==> config.mk <==
export PLATFORM = sky130hd
export DESIGN_NAME = collide_pipe
export DESIGN_NICKNAME = d
export VERILOG_FILES = /design/src/rtl/collide_pipe.sv
export SDC_FILE = /design/constraint.sdc
export NUM_CORES = 2
export LEC_CHECK = 0
export ABC_AREA = 1
export ABC_CLOCK_PERIOD_IN_PS = 21000
export CAP_MARGIN = 20
export CORE_MARGIN = 2
export CORE_UTILIZATION = 60
export DETAILED_ROUTE_END_ITERATION = 12
export DONT_BUFFER_PORTS = 1
export GPL_TIMING_DRIVEN = 0
export PLACE_DENSITY = 0.79
export REMOVE_ABC_BUFFERS = 1
export SLEW_MARGIN = 30
export SYNTH_ARGS = -nofsm -noshare
export SYNTH_HDL_FRONTEND = slang
export SYNTH_SLANG_ARGS = --single-unit
==> constraint.sdc <==
create_clock -name clk_in -period 21 [get_ports clk_in]
set_input_delay 3.15 -clock clk_in [delete_from_list [all_inputs] [get_ports clk_in]]
set_output_delay 3.15 -clock clk_in [all_outputs]
set_load 0.05 [all_outputs]
==> src/rtl/collide_pipe.sv <==
// collide_pipe: fixed-latency D2Q9 BGK collision pipeline.
// One cell per cycle in, post-collision distributions out 4 edges later.
// A sweep-done pulse marks every NUM_CELLS-th valid output.
module collide_pipe #(
  parameter int NUM_CELLS   = 31570,
  parameter int OMEGA_SHIFT = 1
) (
  input  logic            clk_in,
  input  logic            rst_in,
  input  logic [8:0][7:0] data_in,
  input  logic            data_valid_in,
  output logic [8:0][7:0] data_out,
  output logic            data_valid_out,
  output logic            done_colliding_out
);

  localparam int            CW        = (NUM_CELLS > 1) ? $clog2(NUM_CELLS) : 1;
  localparam logic [CW-1:0] LAST_CELL = CW'(NUM_CELLS - 1);

  // t_i = rho + 3*(ex_i*mx + ey_i*my); directions 0..8 = C,N,NE,E,SE,S,SW,W,NW
  function automatic logic signed [13:0] t_of(input logic [3:0] dir,
                                              input logic [11:0] rho,
                                              input logic signed [10:0] mx,
                                              input logic signed [10:0] my);
    logic signed [11:0] x;
    logic signed [11:0] y;
    logic signed [11:0] em;
    x = {mx[10], mx};
    y = {my[10], my};
    case (dir)
      4'd0:    em = 12'sd0;
      4'd1:    em = y;
      4'd2:    em = x + y;
      4'd3:    em = x;
      4'd4:    em = x - y;
      4'd5:    em = -y;
      4'd6:    em = -x - y;
      4'd7:    em = -x;
      4'd8:    em = y - x;
      default: em = 12'sd0;
    endcase
    t_of = $signed({2'b00, rho}) + (14'sd3 * $signed({{2{em[11]}}, em}));
  endfunction

  // feq_i = floor(W_i * t_i * 1821 / 65536), weights 16 / 4 (axis) / 1 (diagonal)
  function automatic logic signed [15:0] feq_of(input logic [3:0] dir,
                                                input logic signed [13:0] t);
    logic signed [17:0] p;
    logic signed [31:0] prod;
    p = {{4{t[13]}}, t};
    case (dir)
      4'd0:                    p = p <<< 4;
      4'd1, 4'd3, 4'd5, 4'd7:  p = p <<< 2;
      4'd2, 4'd4, 4'd6, 4'd8:  p = p;
      default:                 p = p;
    endcase
    prod   = {{14{p[17]}}, p} * 32'sd1821;
    feq_of = 16'(prod >>> 16);
  endfunction

  // Relax f toward feq by 2^-OMEGA_SHIFT and clamp to the 8-bit range
  function automatic logic [7:0] out_of(input logic [7:0] f,
                                        input logic signed [15:0] feq);
    logic signed [16:0] d;
    logic signed [16:0] o;
    d = $signed({feq[15], feq}) - $signed({9'd0, f});
    o = $signed({9'd0, f}) + (d >>> OMEGA_SHIFT);
    if (o < 17'sd0) begin
      out_of = 8'd0;
    end else if (o > 17'sd255) begin
      out_of = 8'd255;
    end else begin
      out_of = o[7:0];
    end
  endfunction

  logic [8:0][7:0]    f0_q, f1_q, f2_q, f3_q;
  logic               v0_q, v1_q, v2_q, v3_q;
  logic [11:0]        rho1_q, rho1_d;
  logic signed [10:0] mx1_q, mx1_d, my1_q, my1_d;
  logic signed [13:0] t2_q [0:8];
  logic signed [13:0] t2_d [0:8];
  logic signed [15:0] feq3_q [0:8];
  logic signed [15:0] feq3_d [0:8];
  logic [8:0][7:0]    out_q, out_d;
  logic               vout_q, done_q, done_d;
  logic [CW-1:0]      cnt_q, cnt_d;
  logic [9:0]         xpos_s, xneg_s, ypos_s, yneg_s;

  // Stage 1 moments: density and momentum from the registered input cell
  always_comb begin
    rho1_d = 12'd0;
    for (int i = 0; i < 9; i++) begin
      rho1_d = rho1_d + {4'd0, f0_q[i]};
    end
    xpos_s = {2'd0, f0_q[2]} + {2'd0, f0_q[3]} + {2'd0, f0_q[4]};
    xneg_s = {2'd0, f0_q[6]} + {2'd0, f0_q[7]} + {2'd0, f0_q[8]};
    ypos_s = {2'd0, f0_q[1]} + {2'd0, f0_q[2]} + {2'd0, f0_q[8]};
    yneg_s = {2'd0, f0_q[4]} + {2'd0, f0_q[5]} + {2'd0, f0_q[6]};
    mx1_d  = $signed({1'b0, xpos_s}) - $signed({1'b0, xneg_s});
    my1_d  = $signed({1'b0, ypos_s}) - $signed({1'b0, yneg_s});
  end

  // Stages 2-4 datapath: per-direction t, feq and relaxed output
  always_comb begin
    for (int i = 0; i < 9; i++) begin
      t2_d[i]   = t_of(4'(i), rho1_q, mx1_q, my1_q);
      feq3_d[i] = feq_of(4'(i), t2_q[i]);
      out_d[i]  = out_of(f3_q[i], feq3_q[i]);
    end
  end

  // Sweep counter: done accompanies the NUM_CELLS-th valid output, then wraps
  always_comb begin
    cnt_d  = cnt_q;
    done_d = 1'b0;
    if (v3_q) begin
      if (cnt_q == LAST_CELL) begin
        cnt_d  = '0;
        done_d = 1'b1;
      end else begin
        cnt_d  = cnt_q + CW'(1);
        done_d = 1'b0;
      end
    end else begin
      cnt_d  = cnt_q;
      done_d = 1'b0;
    end
  end

  // Pipeline registers; reset drops every in-flight cell and the partial count
  always_ff @(posedge clk_in or posedge rst_in) begin
    if (rst_in) begin
      f0_q   <= '0;
      f1_q   <= '0;
      f2_q   <= '0;
      f3_q   <= '0;
      v0_q   <= 1'b0;
      v1_q   <= 1'b0;
      v2_q   <= 1'b0;
      v3_q   <= 1'b0;
      rho1_q <= 12'd0;
      mx1_q  <= 11'sd0;
      my1_q  <= 11'sd0;
      for (int i = 0; i < 9; i++) begin
        t2_q[i]   <= 14'sd0;
        feq3_q[i] <= 16'sd0;
      end
      out_q  <= '0;
      vout_q <= 1'b0;
      done_q <= 1'b0;
      cnt_q  <= '0;
    end else begin
      f0_q   <= data_in;
      f1_q   <= f0_q;
      f2_q   <= f1_q;
      f3_q   <= f2_q;
      v0_q   <= data_valid_in;
      v1_q   <= v0_q;
      v2_q   <= v1_q;
      v3_q   <= v2_q;
      rho1_q <= rho1_d;
      mx1_q  <= mx1_d;
      my1_q  <= my1_d;
      for (int i = 0; i < 9; i++) begin
        t2_q[i]   <= t2_d[i];
        feq3_q[i] <= feq3_d[i];
      end
      out_q  <= out_d;
      vout_q <= v3_q;
      done_q <= done_d;
      cnt_q  <= cnt_d;
    end
  end

  assign data_out           = out_q;
  assign data_valid_out     = vout_q;
  assign done_colliding_out = done_q;

endmodule

==> impl_metrics.ini <==
[floorplan]
dieArea_um2 = 115000
core-area_um2 = 112000
num_rows = 123
die_h_um = 340
io_pins = 149
start_util = 0.603
die_width_um = 340

[timing]
max_freq_ghz = 0.182
skew_ps = 33.0
setup_tns_ps = 0
worst_pin_slew_ps = 967
final.min_clock_period_ps = 5490
maxSlewHeadroom = 0.351
slew_viol_final = 0
setup_viol_count_final = 0
hold_viol = 0
rsz0062_at_grt = no
period_share = 0.261

[synth]
synth.mux.area_fraction = 0
synth_seq_cells = 650
yosys_warnings = 0
synth_ff_type = dfrtp_1
yosys.area_share.simple = 0.110
synth_adder_area_share = 0.407
synthDistinctLibCells = 59
synth_top_area_frac = 0.241
synth_area_leaders = dfrtp_1 24%, ha_1 21%, fa_1 20%
synth_top_family_by_area = adder cells
synth_xor_area_frac = 0.0600
synth_area_um2 = 67600
syn_avg_cell_area_um2 = 9.02
synth_compound_area_frac = 0.0719
synth_common_cells = 1,967 x inv_1, 1,135 x ha_1, 909 x nand2_1
netlist_instances = 7496
async_reset_ff_frac = 1.00
synth-edff-count = 0
ys_seq_area_frac = 0.241
synth_most_common_cell = inv_1
synth.largest_area_cell = dfrtp_1

[clock_network]
htreeDepth = 3
hold_buffers = 0
cts.repair.resized = 0
clock-sinks = 650
clk-insertion-delay-late_ps = 680
cts_setup_buffers = 0
numCtsBuffers = 76
cts_root_buf = clkbuf_16
clockBufferDepth = 3
cts_tree = yes
clkSlewWorstSetupHoldPaths_ps = 60

[global_route]
met2_usage = 0.452
grt_use_met3 = 0.0398
grt_pass1_wl_um = 245000
antenna_found_initial = 10
track_usage = 0.264
use_met1 = 0.341
grt_pass1_vias = 49900
grt.overflow.total = 0
busiest_layer = met2
grt_max_degree = 100

[final_layout]
area_growth_pct = 6.74
final_area_um2 = 72200
fin_util = 0.643
drive_gt1_frac = 0.0341
final_nets = 9441

[detailed_routing]
dr.first_iter.drc_count = 2641
final_antenna_net_count = 0
vias_per_cell = 5.28
avgRoutedWirePerCell_um = 16.3
num_vias = 48200
detail_route.first_pass.iterations = 6
routed_wl_um = 148000
drc = 0

[critical_path]
cp-start-kind = flip-flop
crit_required_ps = 21550
crit_fanout = 10
crit_arrival_ps = 6030
endpoint_kind = flip-flop
criticalPathCategory = reg -> reg
regToRegSetupSlack_ps = 15510

[job]
cap_violations = 0

[placed_design]
portBuffers = 0
dpl_cell_area_um2 = 69600
hpwl_um = 123000
routabilityCongestion = 0.959

[outcome]
outcome = completed

[worst_hold_path]
hp-class = reg -> reg
[metal layers]
layer,vias to the layer above,share of wire
met4,2,0.041
met5,-,0.000088
met1,23400,0.42
met2,1104,0.48
met3,314,0.054
li1,23300,-
[logic make-up (layout without fill, tap and decap cells)]
| family | Yosys count | count (layout) |
|---|---|---|
| AO/OA/AOI/OAI | 890 | 890 |
| XOR/XNOR | 460 | 460 |
| adder cells (fa/ha/maj) | 1801 | 1801 |
| buffers and inverters | 1991 | 2116 |
| flip-flops | 650 | 650 |
| other | 0 | 2 |
| AND/OR/NAND/NOR | 1704 | 1704 |
[final cells by class]
type | instances | area (um2)
Sequential cell | 650 | 16300
Tap cell | 1500 | 1880
Inverter | 1975 | 7420
Fill cell | 8824 | 40000
Clock buffer | 101 | 2150
Timing Repair Buffer | 7 | 193
Antenna cell | 2 | 5.00
Multi-Input combinational cell | 4855 | 43900
Clock inverter | 33 | 395
[per-stage QoR]
step / instances / setup WS [ps] / hold slack [ps]
after floorplan: 7480 / -363 / 331
after global placement: 8980 / -6010 / 331
after detailed placement: 8987 / 15690 / 335
after CTS: 9121 / 15640 / 335
after global routing: 9123 / 15120 / 347
final: 9123 / 15510 / 337
[cell usage in the layout (no fill, tap or decap), types with 20 or more instances in the layout]
cell type / netlist / final
a21oi_1: 498 / 498
nand2_1: 909 / 909
fa_1: 666 / 666
or2_2: 20 / 20
nand2_2: 34 / 34
o21ai_0: 229 / 229
xor2_1: 315 / 315
xnor2_1: 141 / 141
ha_1: 1135 / 1135
inv_1: 1967 / 1965
nand4_1: 55 / 55
nor2_1: 332 / 332
clkbuf_16: 0 / 79
dfrtp_1: 650 / 650
a21o_1: 37 / 37
nand3_1: 221 / 221
nor3_1: 42 / 42
[path summary, 6_finish.rpt]
path,from,endpoint,depth (start not counted)
worst max-delay path,mx1_q[2],t2_q[97],26
max in group asynchronous,rst_in,f0_q[39],3
worst min register to register,f2_q[60],f3_q[60],0
worst min-delay path,f2_q[60],f3_q[60],0
worst max register to register,mx1_q[2],t2_q[97],26
min in group asynchronous,rst_in,f0_q[20],1
[flip-flops by register name (all words and copies together), names as in the netlist]
signal,count
f1_q,72
v3_q,1
done_colliding_out,1
rho1_q,12
data_valid_out,1
v1_q,1
v0_q,1
mx1_q,11
cnt_q,15
t2_q,120
f0_q,72
data_out,72
f3_q,72
f2_q,72
my1_q,11
v2_q,1
feq3_q,115
[critical path, cell delays in order, from the launching register on]
cell     delay, ps
dfrtp_1        740
inv_1          310
ha_1           600
inv_1          130
nand2_1         80
nand2_1         50
a31oi_1        280
nor2_1          70
o21ai_0        140
nand2_1         80
xor2_1         160
inv_1           90
ha_1           300
inv_1           60
fa_1           490
inv_1           50
ha_1           350
a21oi_1        210
o21ai_0        100
a21oi_1        200
nor2_1          70
o21ai_0        140
nand2_1        100
nand2_1         70
nand2_1         50
a21oi_1        150
xor2_1         300
Power is not shown: default switching activity piles up to over one toggle a cycle in this logic, so the estimate is an artifact.
